--- config.mk ---
export PLATFORM = sky130hd
export DESIGN_NAME = rename_freelist
export DESIGN_NICKNAME = d
export VERILOG_FILES = /design/src/rtl/rename_freelist_pkg.sv /design/src/rtl/rename_freelist_ptr.sv /design/src/rtl/rename_freelist.sv
export SDC_FILE = /design/constraint.sdc
export NUM_CORES = 1
export LEC_CHECK = 0
export ABC_CLOCK_PERIOD_IN_PS = 7750
export CAP_MARGIN = 20
export CORE_MARGIN = 2
export CORE_UTILIZATION = 60
export CTS_CLUSTER_SIZE = 12
export DETAILED_ROUTE_END_ITERATION = 7
export PLACE_DENSITY = 0.78
export SLEW_MARGIN = 20
export SYNTH_ARGS = -nofsm -noshare
export SYNTH_HDL_FRONTEND = slang
export SYNTH_HIERARCHICAL = 1
export SYNTH_SLANG_ARGS = --single-unit
export TNS_END_PERCENT = 5
--- constraint.sdc ---
create_clock -name clk -period 7.75 [get_ports clk]
set_input_delay 0.775 -clock clk [delete_from_list [all_inputs] [get_ports clk]]
set_output_delay 0.775 -clock clk [all_outputs]
set_load 0.01 [all_outputs]
--- src/rtl/rename_freelist_pkg.sv ---
// Shared constants and types for the rename free list.
// Tags and wrap-bit pointers are both PHY_W bits wide for the default sizing.
package rename_freelist_pkg;

  localparam int PHY_W    = 6;
  localparam int ARCH_N   = 32;
  localparam int FL_DEPTH = 32;
  localparam int IDX_W    = $clog2(FL_DEPTH);
  localparam int PTR_W    = IDX_W + 1;
  localparam int NTAG     = 1 << PHY_W;

  typedef logic [PHY_W-1:0] phy_t;
  typedef logic [PTR_W-1:0] ptr_t;

endpackage

--- src/rtl/rename_freelist_ptr.sv ---
// One wrap-bit circular pointer: advances by 0/1/2 per cycle or loads a new value.
// Three instances of this module hold the spec head, the retire head and the tail.
module freelist_ptr
  import rename_freelist_pkg::*;
#(
  parameter int RST_VAL = 0
) (
  input  logic       clk,
  input  logic       rst,
  input  logic [1:0] inc,
  input  logic       load,
  input  logic [PTR_W-1:0] load_val,
  output logic [PTR_W-1:0] ptr
);

  ptr_t ptr_reg;
  ptr_t ptr_next;

  always_comb begin
    ptr_next = ptr_reg + ptr_t'(inc);
    if (load) ptr_next = load_val;
  end

  always_ff @(posedge clk or posedge rst) begin
    if (rst) ptr_reg <= ptr_t'(RST_VAL);
    else     ptr_reg <= ptr_next;
  end

  assign ptr = ptr_reg;

endmodule

--- src/rtl/rename_freelist.sv ---
// Dual-issue physical register free list with show-ahead allocation and recovery.
// Optional duplicate/overflow checking is compiled in with FREELIST_CHECK_EN.
module rename_freelist
  import rename_freelist_pkg::*;
(
  input  logic             clk,
  input  logic             rst,
  input  logic             alloc_req1,
  input  logic             alloc_req2,
  output logic [PHY_W-1:0] alloc_phy1,
  output logic [PHY_W-1:0] alloc_phy2,
  output logic             alloc_stall,
  input  logic             free_en1,
  input  logic [PHY_W-1:0] free_phy1,
  input  logic             free_en2,
  input  logic [PHY_W-1:0] free_phy2,
  input  logic [1:0]       ret_cnt,
  input  logic             recover,
  output logic [PHY_W-1:0] free_count,
  output logic             fl_error
);

  phy_t entry_reg [FL_DEPTH];

  ptr_t hd, rhd, tl;
  ptr_t hd_load;
  logic [1:0] n_alloc, n_free, hd_inc;
  logic [IDX_W-1:0] hd_idx, hd_idx1, tl_idx, tl_idx1;
  logic [PHY_W:0] count_ext;
  phy_t slot_a, slot_b;

  logic we_a, we_b;
  phy_t data_a, data_b;
  logic [FL_DEPTH-1:0] sel_a, sel_b;

  assign n_alloc = {1'b0, alloc_req1} + {1'b0, alloc_req2};
  assign n_free  = {1'b0, free_en1} + {1'b0, free_en2};

  assign count_ext   = {1'b0, tl - hd};
  assign free_count  = count_ext[PHY_W-1:0];
  assign alloc_stall = (count_ext < {{(PHY_W-1){1'b0}}, n_alloc}) | recover;

  assign hd_idx  = hd[IDX_W-1:0];
  assign hd_idx1 = hd_idx + IDX_W'(1);
  assign tl_idx  = tl[IDX_W-1:0];
  assign tl_idx1 = tl_idx + IDX_W'(1);

  // Slot A always shows entry[hd]; slot B is entry[hd+1] only for a full pair.
  assign slot_a     = entry_reg[hd_idx];
  assign slot_b     = (alloc_req1 & alloc_req2) ? entry_reg[hd_idx1] : slot_a;
  assign alloc_phy1 = slot_a;
  assign alloc_phy2 = slot_b;

  assign hd_inc  = alloc_stall ? 2'd0 : n_alloc;
  assign hd_load = rhd + ptr_t'(ret_cnt);

  freelist_ptr #(.RST_VAL(0)) u_hd (
    .clk(clk), .rst(rst), .inc(hd_inc), .load(recover), .load_val(hd_load), .ptr(hd)
  );

  freelist_ptr #(.RST_VAL(0)) u_rhd (
    .clk(clk), .rst(rst), .inc(ret_cnt), .load(1'b0), .load_val('0), .ptr(rhd)
  );

  freelist_ptr #(.RST_VAL(FL_DEPTH)) u_tl (
    .clk(clk), .rst(rst), .inc(n_free), .load(1'b0), .load_val('0), .ptr(tl)
  );

  // Frees pack at the tail: a lone free_phy2 lands in the first slot.
  assign we_a   = free_en1 | free_en2;
  assign data_a = free_en1 ? free_phy1 : free_phy2;
  assign we_b   = free_en1 & free_en2;
  assign data_b = free_phy2;

  generate
    for (genvar gi = 0; gi < FL_DEPTH; gi++) begin : g_sel
      assign sel_a[gi] = we_a && (tl_idx  == IDX_W'(gi));
      assign sel_b[gi] = we_b && (tl_idx1 == IDX_W'(gi));
    end
  endgenerate

  always_ff @(posedge clk or posedge rst) begin
    if (rst) begin
      for (int i = 0; i < FL_DEPTH; i++) entry_reg[i] <= phy_t'(ARCH_N + i);
    end else begin
      for (int i = 0; i < FL_DEPTH; i++) begin
        if (sel_a[i])      entry_reg[i] <= data_a;
        else if (sel_b[i]) entry_reg[i] <= data_b;
      end
    end
  end

`ifdef FREELIST_CHECK_EN
  logic [NTAG-1:0] in_list_reg, in_list_next;
  logic            err_reg, err_next;
  ptr_t            roll_len;
  logic [IDX_W-1:0] roll_idx [FL_DEPTH];
  logic [PHY_W+1:0] count_after;

  assign roll_len = hd - hd_load;

  generate
    for (genvar gi = 0; gi < FL_DEPTH; gi++) begin : g_roll
      assign roll_idx[gi] = hd_load[IDX_W-1:0] + IDX_W'(gi);
    end
  endgenerate

  // Net occupancy after this edge; above FL_DEPTH means a tag was freed twice.
  assign count_after = {2'b00, free_count} - {{PHY_W{1'b0}}, hd_inc} + {{PHY_W{1'b0}}, n_free};

  always_comb begin
    in_list_next = in_list_reg;
    if (hd_inc != 2'd0) in_list_next[slot_a] = 1'b0;
    if (hd_inc == 2'd2) in_list_next[slot_b] = 1'b0;
    if (recover) begin
      for (int i = 0; i < FL_DEPTH; i++) begin
        if (ptr_t'(i) < roll_len) in_list_next[entry_reg[roll_idx[i]]] = 1'b1;
      end
    end
    if (free_en1) in_list_next[free_phy1] = 1'b1;
    if (free_en2) in_list_next[free_phy2] = 1'b1;

    err_next = err_reg;
    if (free_en1 && in_list_reg[free_phy1]) err_next = 1'b1;
    if (free_en2 && in_list_reg[free_phy2]) err_next = 1'b1;
    if (we_b && (free_phy1 == free_phy2))    err_next = 1'b1;
    if (count_after > (PHY_W+2)'(FL_DEPTH))  err_next = 1'b1;
  end

  always_ff @(posedge clk or posedge rst) begin
    if (rst) begin
      for (int i = 0; i < NTAG; i++) in_list_reg[i] <= (i >= ARCH_N);
      err_reg <= 1'b0;
    end else begin
      in_list_reg <= in_list_next;
      err_reg     <= err_next;
    end
  end

  assign fl_error = err_reg;
`else
  assign fl_error = 1'b0;
`endif

endmodule

==> summary.json, run 1 <==
{
  "critical_path": {
    "end_kind": "primary output",
    "rr_startpoint": "u_hd/ptr[0]$_DFF_PP0_",
    "crit_path_max_incr_delay_ps": 930,
    "critical_path_arrival_ps": 4810,
    "worstPathRequired_ps": 6970,
    "ff2ff_setup_slack_ps": 2940,
    "cp_slowest_cell": "sky130_fd_sc_hd__ha_2",
    "crit_path_cell_trace": "buf_4 -> ha_2 -> buf_4 -> mux4_2 -> nor2b_1 -> a211oi_1 -> a211oi_1 -> a221o_1 -> clkdlybuf4s50_1",
    "crit_path_max_fanout": 53,
    "startpoint_to_endpoint_class_of_the_critical_path": "flip-flop to primary output",
    "depth_of_the_worst_register_to_register_path": 12,
    "timing.critical_path.from_type": "flip-flop",
    "timing.rr.end": "u_hd/ptr[1]$_DFF_PP0_"
  },
  "timing": {
    "final-setup-viol-count": 0,
    "rsz0062_at_grt": "no",
    "final_period_minus_worst_setup_slack_ps": 5580,
    "holdWs_ps": 484,
    "final.period_utilization_pct": 72.1,
    "clock_skew_ps": 11.3,
    "hold_viol_final": 0,
    "max-slew-margin-rel_pct": 25.3,
    "final_max_slew_viol_count": 0,
    "worst_slew_pin_slew_ps": 1120,
    "max_freq_ghz": 0.179,
    "setup-tns-final_ps": 0
  },
  "power": {
    "p_int_w": 0.00420,
    "power.static_leakage_nw": 6.55,
    "switching_share_pct": 37.2,
    "irDropWorstVdd_mv": 0.247,
    "power_share_of_the_sequential_group_pct": 35.6,
    "clkPwrFrac_pct": 18.9,
    "combinational_cell_fraction_of_total_power_pct": 45.5,
    "total_switching_power_w": 0.00249,
    "power.density_cell_area_nw_per_um2": 424
  },
  "run": {
    "max_capacitance_violation_count": 0
  },
  "layout": {
    "largest_register_ffs": 192,
    "finish.cell_count_without_fillers": 1761,
    "post-route-cell-area_um2": 15800,
    "nNetsFinal": 1470,
    "num-fill-cells": 1743,
    "regArea_um2": 5400,
    "utilization_pct": 67.3,
    "antenna_cells": 0,
    "multi_input_gate_area_um2": 8390,
    "post_route_cells_drive_above_1_share_pct": 25.0,
    "area_growth_pct": 10.3
  },
  "clocking": {
    "clk_latency_worst_skew_pair_ps": 530,
    "post_cts.repair.setup_buffers": 0,
    "post_cts_resize_count": 0,
    "h-tree-depth": 1,
    "cts_buffer_depth": 3,
    "worst_setup_hold_path_clk_slew_ps": 60,
    "cts-hold-fix-buffers": 0,
    "numClockSinks": 210,
    "cts_inserted_buffers": 24,
    "clock-root-buffer": "sky130_fd_sc_hd__clkbuf_16",
    "tritoncts": "done"
  },
  "placement": {
    "place_hpwl_mm": 29.9,
    "gp_routability_congestion": 0.983,
    "dpl-instance-area_um2": 14900,
    "place.detailed.instances": 1717,
    "port_buffers": 39
  },
  "global_routing": {
    "global_route_wire_length_before_repair_mm": 67.9,
    "grt_antenna_before_repair": 1,
    "grt_max_degree": 95,
    "overflow": 0,
    "groute.usage.overall_pct": 36.3,
    "vias_in_the_first_global_route": 11500
  },
  "min_path": {
    "worst_hold_endpoint": "entry_reg[135]$_DFFE_PP1P_",
    "hold_wc_path_type": "flip-flop to flip-flop",
    "hold_depth": 2,
    "hold_path.startpoint": "entry_reg[135]$_DFFE_PP1P_"
  },
  "floorplanning": {
    "fp.dieH_um": 159,
    "coreArea_um2": 23500,
    "core_rows": 56,
    "chipWidth_um": 159,
    "die_area_um2": 25100,
    "num_io_pins": 41,
    "floorplan.initialDensity_pct": 61.1
  },
  "synth": {
    "yosys_warnings": 6,
    "ys.flop_type": "sky130_fd_sc_hd__dfstp_2",
    "synth_edf_count": 0,
    "yosys_register_bits": 210,
    "post_synth_num_cell_types": 48,
    "synthesis.instances": 1441,
    "post_synth_instance_area_um2": 14300,
    "syn-mean-instance-area_um2": 9.95,
    "yosysSeqAreaShare_pct": 37.7,
    "synth-async-reset-ratio_pct": 100
  },
  "status": {
    "outcome": "complete, no violations"
  },
  "detailed_routing": {
    "vias_per_cell": 6.78,
    "avgRoutedWirePerCell_um": 25.2,
    "ant_nets": 0,
    "postRouteWirelength_mm": 44.4,
    "drt-pass1-iter-count": 6,
    "drtIter0Drc": 1408,
    "dr_total_vias": 11900,
    "drt_drc_violations_left": 0
  }
}
[per-stage QoR]
step | power (W) | worst slack [ps]
after floorplan | 0.00431 | 1930
after global placement | 0.00519 | 2800
after detailed placement | 0.00533 | 2760
after CTS | 0.00660 | 2160
after global routing | 0.00697 | 1870
final | 0.00669 | 2170
[cell usage after synthesis, types with 3 or more instances]
cell / n / area share, %
sky130_fd_sc_hd__inv_1: 35 / 0.92
sky130_fd_sc_hd__ha_1: 20 / 1.7
sky130_fd_sc_hd__nand2b_1: 9 / 0.39
sky130_fd_sc_hd__a21boi_0: 5 / 0.26
sky130_fd_sc_hd__xor2_1: 10 / 0.61
sky130_fd_sc_hd__mux2_2: 61 / 4.8
sky130_fd_sc_hd__nand2_1: 190 / 5.0
sky130_fd_sc_hd__a21oi_1: 139 / 4.9
sky130_fd_sc_hd__buf_6: 5 / 0.39
sky130_fd_sc_hd__a211o_1: 4 / 0.24
sky130_fd_sc_hd__a21o_1: 4 / 0.21
sky130_fd_sc_hd__a221o_1: 6 / 0.42
sky130_fd_sc_hd__dfrtp_1: 97 / 17
sky130_fd_sc_hd__buf_2: 14 / 0.49
sky130_fd_sc_hd__xnor2_1: 6 / 0.37
sky130_fd_sc_hd__clkbuf_1: 93 / 2.4
sky130_fd_sc_hd__o21ai_0: 146 / 5.1
sky130_fd_sc_hd__nor4b_1: 5 / 0.31
sky130_fd_sc_hd__or4_1: 3 / 0.16
sky130_fd_sc_hd__dfstp_2: 113 / 21
sky130_fd_sc_hd__nand3_2: 3 / 0.21
sky130_fd_sc_hd__and2_1: 4 / 0.17
sky130_fd_sc_hd__o211a_1: 4 / 0.28
sky130_fd_sc_hd__nor2b_1: 24 / 1.0
sky130_fd_sc_hd__nor2_1: 138 / 3.6
sky130_fd_sc_hd__nand3_1: 21 / 0.73
sky130_fd_sc_hd__nor3_1: 10 / 0.35
sky130_fd_sc_hd__buf_4: 6 / 0.31
sky130_fd_sc_hd__a211oi_1: 21 / 1.1
sky130_fd_sc_hd__mux2i_1: 96 / 6.7
sky130_fd_sc_hd__o22ai_1: 3 / 0.13
sky130_fd_sc_hd__fa_1: 5 / 0.70
sky130_fd_sc_hd__buf_1: 11 / 0.29
sky130_fd_sc_hd__mux4_2: 108 / 17
sky130_fd_sc_hd__nand3b_1: 4 / 0.21
[critical path, delay by kind of cell (launching register included)]
family                   cells  cell delay [ps]
AO/OA/AOI/OAI                3              690
adder cells (fa/ha/maj)      1              930
buffers and inverters        3             1620
flip-flops                   1              340
multiplexers                 1              530
AND/OR/NAND/NOR              1              140
[power by group through the flow]
stage               registers (W)  clock network, W  logic, W
finish                    0.00238           0.00127   0.00305
global route              0.00243           0.00132   0.00323
CTS                       0.00235           0.00127   0.00298
detailed placement        0.00236                 0   0.00297
global placement          0.00231                 0   0.00288
floorplan                 0.00207                 0   0.00224
[cells in the final DEF, fill, tap and decap left out, drive strengths merged, types with 4 or more instances in the layout]
cell,instances
inv,34
nor2,138
xnor2,6
dfstp,113
xor2,10
dfrtp,97
a21boi,5
o21ai,146
ha,20
nor3,10
o211a,4
clkinv,5
nand3b,4
mux2i,96
nor2b,24
a21o,4
a211o,4
a21oi,139
clkdlybuf4s50,39
a211oi,21
fa,5
nand3,24
buf,27
nand2,190
conb,21
clkbuf,37
nor4b,5
a221o,6
and2,4
bufinv,5
nand2b,9
mux2,61
mux4,108
[metal layers]
layer	track usage, %	up-vias	routed length, um
met5	0	-	13
met4	16.3	2	2410
met3	10.6	189	5550
met2	57.0	796	20100
met1	47.0	5809	16300
li1	-	5135	-
[area by class of cell]
class                           instances  share of cell area [%]
Tap cell                              319                    2.53
Clock buffer                           37                    4.50
Sequential cell                       210                    34.2
Inverter                               37                   0.911
Multi-Input combinational cell       1085                    53.1
Clock inverter                          7                    1.01
Timing Repair Buffer                   66                    3.75
[kinds of logic after synthesis]
kind of cell,after synthesis,synth area share (%)
adders and majority gates,25,2.44
DFF,210,37.7
xor gates and xnor gates,16,0.978
AOI/OAI and AO/OA,337,12.9
and+or+nand+nor,421,12.7
other,1,0.0262
muxes,265,28.5
buffers and inverters,166,4.89
[how the worst max path moves through the flow]
stage | end | startpoint | slack (ps)
after floorplan | entry_reg[100]$_DFFE_PP0P_ | rst | 1930
after global placement | alloc_stall | u_hd/ptr[0]$_DFF_PP0_ | 2800
after detailed placement | alloc_stall | u_hd/ptr[0]$_DFF_PP0_ | 2760
after CTS | alloc_stall | u_hd/ptr[0]$_DFF_PP0_ | 2160
after global routing | alloc_stall | u_hd/ptr[0]$_DFF_PP0_ | 1870
final | alloc_phy2[3] | u_hd/ptr[1]$_DFF_PP0_ | 2170
Power figures use the tool's default switching activity.
==> run 2, diff against run 1 <==
--- a/config.mk
+++ b/config.mk
@@ -5,7 +5,7 @@
 export SDC_FILE = /design/constraint.sdc
 export NUM_CORES = 1
 export LEC_CHECK = 0
-export ABC_CLOCK_PERIOD_IN_PS = 7750
+export ABC_CLOCK_PERIOD_IN_PS = 5240
 export CAP_MARGIN = 20
 export CORE_MARGIN = 2
 export CORE_UTILIZATION = 60
==> constraint.sdc (replaced) <==
create_clock -name clk -period 5.24 [get_ports clk]
set_input_delay 0.524 -clock clk [delete_from_list [all_inputs] [get_ports clk]]
set_output_delay 0.524 -clock clk [all_outputs]
set_load 0.01 [all_outputs]
==> run 2 against run 1 <==
Compared with the run above: sequential share of layout area shrank 0.18 points; wire length down 3.4%; first-iteration DRC count is 7.2% higher.
==> summary.json, run 2 (same netlist as run 1, synthesis figures left out) <==
{
  "status": {
    "outcome": {"value": "complete, no violations", "change": "unchanged"}
  },
  "run": {
    "max_capacitance_violation_count": {"value": 0, "change": "unchanged"}
  },
  "power": {
    "power_share_of_the_sequential_group": {"value": 35.0, "unit": "%", "change": "was 35.6%"},
    "p_int": {"value": 0.00623, "unit": "W", "change": "was 0.00420 W"},
    "clkPwrFrac": {"value": 18.7, "unit": "%", "change": "was 18.9%"},
    "power.density_cell_area": {"value": 620, "unit": "nW/um2", "change": "was 424 nW/um2"},
    "power.static_leakage": {"value": 6.60, "unit": "nW", "change": "was 6.55 nW"},
    "total_switching_power": {"value": 0.00363, "unit": "W", "change": "was 0.00249 W"},
    "combinational_cell_fraction_of_total_power": {"value": 46.3, "unit": "%", "change": "was 45.5%"},
    "switching_share": {"value": 36.8, "unit": "%", "change": "was 37.2%"},
    "irDropWorstVdd": {"value": 0.333, "unit": "mV", "change": "was 0.247 mV"},
    "total_power": {"value": 0.00985, "unit": "W", "change": "was 0.00669 W"}
  },
  "critical_path": {
    "cp_slowest_cell": {"value": "sky130_fd_sc_hd__dfrtp_4", "change": "was sky130_fd_sc_hd__ha_2"},
    "crit_path_max_fanout": {"value": 26, "change": "was 53"},
    "worstPathBufferInverterCount": {"value": 2, "change": "was 3"},
    "crit_path_max_incr_delay": {"value": 610, "unit": "ps", "change": "was 930 ps"},
    "worstPathRequired": {"value": 4720, "unit": "ps", "change": "was 6970 ps"},
    "crit_path_cell_trace": {"value": "ha_2 -> buf_12 -> mux4_2 -> nor2b_1 -> a211oi_1 -> a211oi_1 -> a221o_1 -> clkdlybuf4s50_1", "change": "was buf_4 -> ha_2 -> buf_4 -> mux4_2 -> nor2b_1 -> a211oi_1 -> a211oi_1 -> a221o_1 -> clkdlybuf4s50_1"},
    "crit_top_cell": "sky130_fd_sc_hd__a211oi_1",
    "ff2ff_setup_slack": {"value": 1280, "unit": "ps", "change": "was 2940 ps"},
    "timing.critical_path.from_type": {"value": "flip-flop", "change": "unchanged"},
    "cpLargestDelayFamily": {"value": "buffers and inverters", "change": "unchanged"},
    "end_kind": {"value": "primary output", "change": "unchanged"},
    "critical_path_arrival": {"value": 4010, "unit": "ps", "change": "was 4810 ps"},
    "startpoint_to_endpoint_class_of_the_critical_path": {"value": "flip-flop to primary output", "change": "unchanged"}
  },
  "clocking": {
    "cts-hold-fix-buffers": {"value": 0, "change": "unchanged"},
    "numClockSinks": {"value": 210, "change": "unchanged"},
    "cts_buffer_depth": {"value": 3, "change": "unchanged"},
    "clock-root-buffer": {"value": "sky130_fd_sc_hd__clkbuf_16", "change": "unchanged"},
    "tritoncts": {"value": "done", "change": "unchanged"},
    "clk_latency_worst_skew_pair": {"value": 540, "unit": "ps", "change": "was 530 ps"},
    "cts_inserted_buffers": {"value": 24, "change": "unchanged"},
    "worst_setup_hold_path_clk_slew": {"value": 60, "unit": "ps", "change": "about the same"},
    "post_cts_resize_count": {"value": 0, "change": "unchanged"},
    "h-tree-depth": {"value": 1, "change": "unchanged"},
    "post_cts.repair.setup_buffers": {"value": 0, "change": "unchanged"}
  },
  "timing": {
    "setup-tns-final": {"value": 0, "unit": "ps", "change": "unchanged"},
    "clock_skew": {"value": 19.6, "unit": "ps", "change": "was 11.3 ps"},
    "worst_slew_pin_slew": {"value": 1210, "unit": "ps", "change": "was 1120 ps"},
    "final-setup-viol-count": {"value": 0, "change": "unchanged"},
    "final_period_minus_worst_setup_slack_ps": 4540,
    "final.period_utilization_pct": 86.6,
    "final_max_slew_viol_count": {"value": 0, "change": "unchanged"},
    "hold_viol_final": {"value": 0, "change": "unchanged"},
    "max_freq_ghz": 0.220,
    "max-slew-margin-rel": {"value": 19.0, "unit": "%", "change": "was 25.3%"},
    "rsz0062_at_grt": {"value": "no", "change": "unchanged"}
  },
  "detailed_routing": {
    "drt_drc_violations_left": {"value": 0, "change": "unchanged"},
    "avgRoutedWirePerCell": {"value": 24.2, "unit": "um", "change": "was 25.2 um"},
    "drt-pass1-iter-count": {"value": 6, "change": "unchanged"},
    "ant_nets": {"value": 0, "change": "unchanged"},
    "postRouteWirelength": {"value": 42.9, "unit": "mm", "change": "was 44.4 mm"},
    "drtIter0Drc": {"value": 1509, "change": "was 1408"},
    "vias_per_cell": {"value": 6.70, "change": "was 6.78"},
    "dr_total_vias": {"value": 11900, "change": "about the same"}
  },
  "floorplanning": {
    "floorplan.initialDensity": {"value": 61.1, "unit": "%", "change": "unchanged"},
    "chipWidth": {"value": 159, "unit": "um", "change": "unchanged"},
    "fp.dieH": {"value": 159, "unit": "um", "change": "unchanged"},
    "coreArea": {"value": 23500, "unit": "um2", "change": "unchanged"},
    "die_area": {"value": 25100, "unit": "um2", "change": "unchanged"},
    "num_io_pins": {"value": 41, "change": "unchanged"},
    "core_rows": {"value": 56, "change": "unchanged"}
  },
  "min_path": {
    "hold_wc_path_type": {"value": "input pin to async pin", "change": "was flip-flop to flip-flop"}
  },
  "layout": {
    "largest_register_ffs": {"value": 192, "change": "unchanged"},
    "commonest_non_fill_non_tap_cell_in_the_layout": {"value": "sky130_fd_sc_hd__nand2_1", "change": "unchanged"},
    "finish.cell_count_without_fillers": {"value": 1770, "change": "was 1761"},
    "post_route_cells_drive_above_1_share": {"value": 25.8, "unit": "%", "change": "was 25.0%"},
    "nNetsFinal": {"value": 1479, "change": "was 1470"},
    "antenna_cells": {"value": 0, "change": "unchanged"},
    "area_growth": {"value": 10.9, "unit": "%", "change": "was 10.3%"},
    "final_cell_mix": {"value": "sky130_fd_sc_hd__nand2_1 (190), sky130_fd_sc_hd__o21ai_0 (146), sky130_fd_sc_hd__a21oi_1 (139)", "change": "unchanged"}
  },
  "placement": {
    "place.detailed.instances": {"value": 1726, "change": "was 1717"},
    "port_buffers": {"value": 39, "change": "unchanged"},
    "place_hpwl": {"value": 29.3, "unit": "mm", "change": "was 29.9 mm"},
    "gp_routability_congestion": {"value": 0.935, "change": "was 0.983"}
  },
  "global_routing": {
    "global_route_wire_length_before_repair": {"value": 67.1, "unit": "mm", "change": "was 67.9 mm"},
    "grt_max_degree": {"value": 193, "change": "was 95"},
    "groute.usage.overall": {"value": 35.3, "unit": "%", "change": "was 36.3%"},
    "overflow": {"value": 0, "change": "unchanged"},
    "vias_in_the_first_global_route": {"value": 11500, "change": "about the same"},
    "grt_antenna_before_repair": {"value": 2, "change": "was 1"}
  }
}
## run 2: routing by layer
metal / up-vias / GRT usage [%] / part of all wire, %
li1: 5143 / - / -
met1: 5793 / 48.6 / 38
met2: 781 / 53.4 / 45
met3: 143 / 9.20 / 12
met4: 2 / 15.1 / 4.7
met5: - / 0 / 0.030
## run 2: power groups by stage
stage	combinational [W]	sequential, W	clock, W
final	0.00456	0.00345	0.00184
after global routing	0.00486	0.00353	0.00193
after global placement	0.00431	0.00335	0
after CTS	0.00448	0.00340	0.00186
after detailed placement	0.00445	0.00342	0
after floorplan	0.00331	0.00306	0
## run 2: final cells by class
cell class | count | area (um2)
multi-input cells | 1085 | 8380
clock inverters | 6 | 105
well taps | 319 | 399
flip-flops and latches | 210 | 5400
clock buffers | 38 | 764
inverters | 37 | 143
repair buffers | 75 | 696
fillers | 1712 | 7590
## run 2: final timing paths
kind / depth (start not counted) / endpoint / startpoint
setup / recovery: 8 / alloc_phy2[3] / u_hd/ptr[0]$_DFF_PP0_
hold / removal: 2 / u_rhd/ptr[2]$_DFF_PP0_ / rst
setup reg to reg: 13 / u_hd/ptr[4]$_DFF_PP0_ / u_hd/ptr[1]$_DFF_PP0_
hold reg to reg: 2 / entry_reg[168]$_DFFE_PP1P_ / entry_reg[168]$_DFFE_PP1P_
max in group asynchronous: 3 / entry_reg[133]$_DFFE_PP0P_ / rst
min in group clk: 2 / entry_reg[168]$_DFFE_PP1P_ / entry_reg[168]$_DFFE_PP1P_
## run 2: stage by stage
stage / area, um2 / util [%] / worst slack [ps] / hold slack, ps
finish: 15900 / 67.7 / 704 / 401
global route: 15900 / 67.7 / 546 / 436
CTS: 15900 / 67.6 / 666 / 424
detailed placement: 15000 / 63.9 / 1240 / 480
global placement: 15000 / 63.9 / 1300 / 471
floorplan: 14400 / - / 1690 / 314
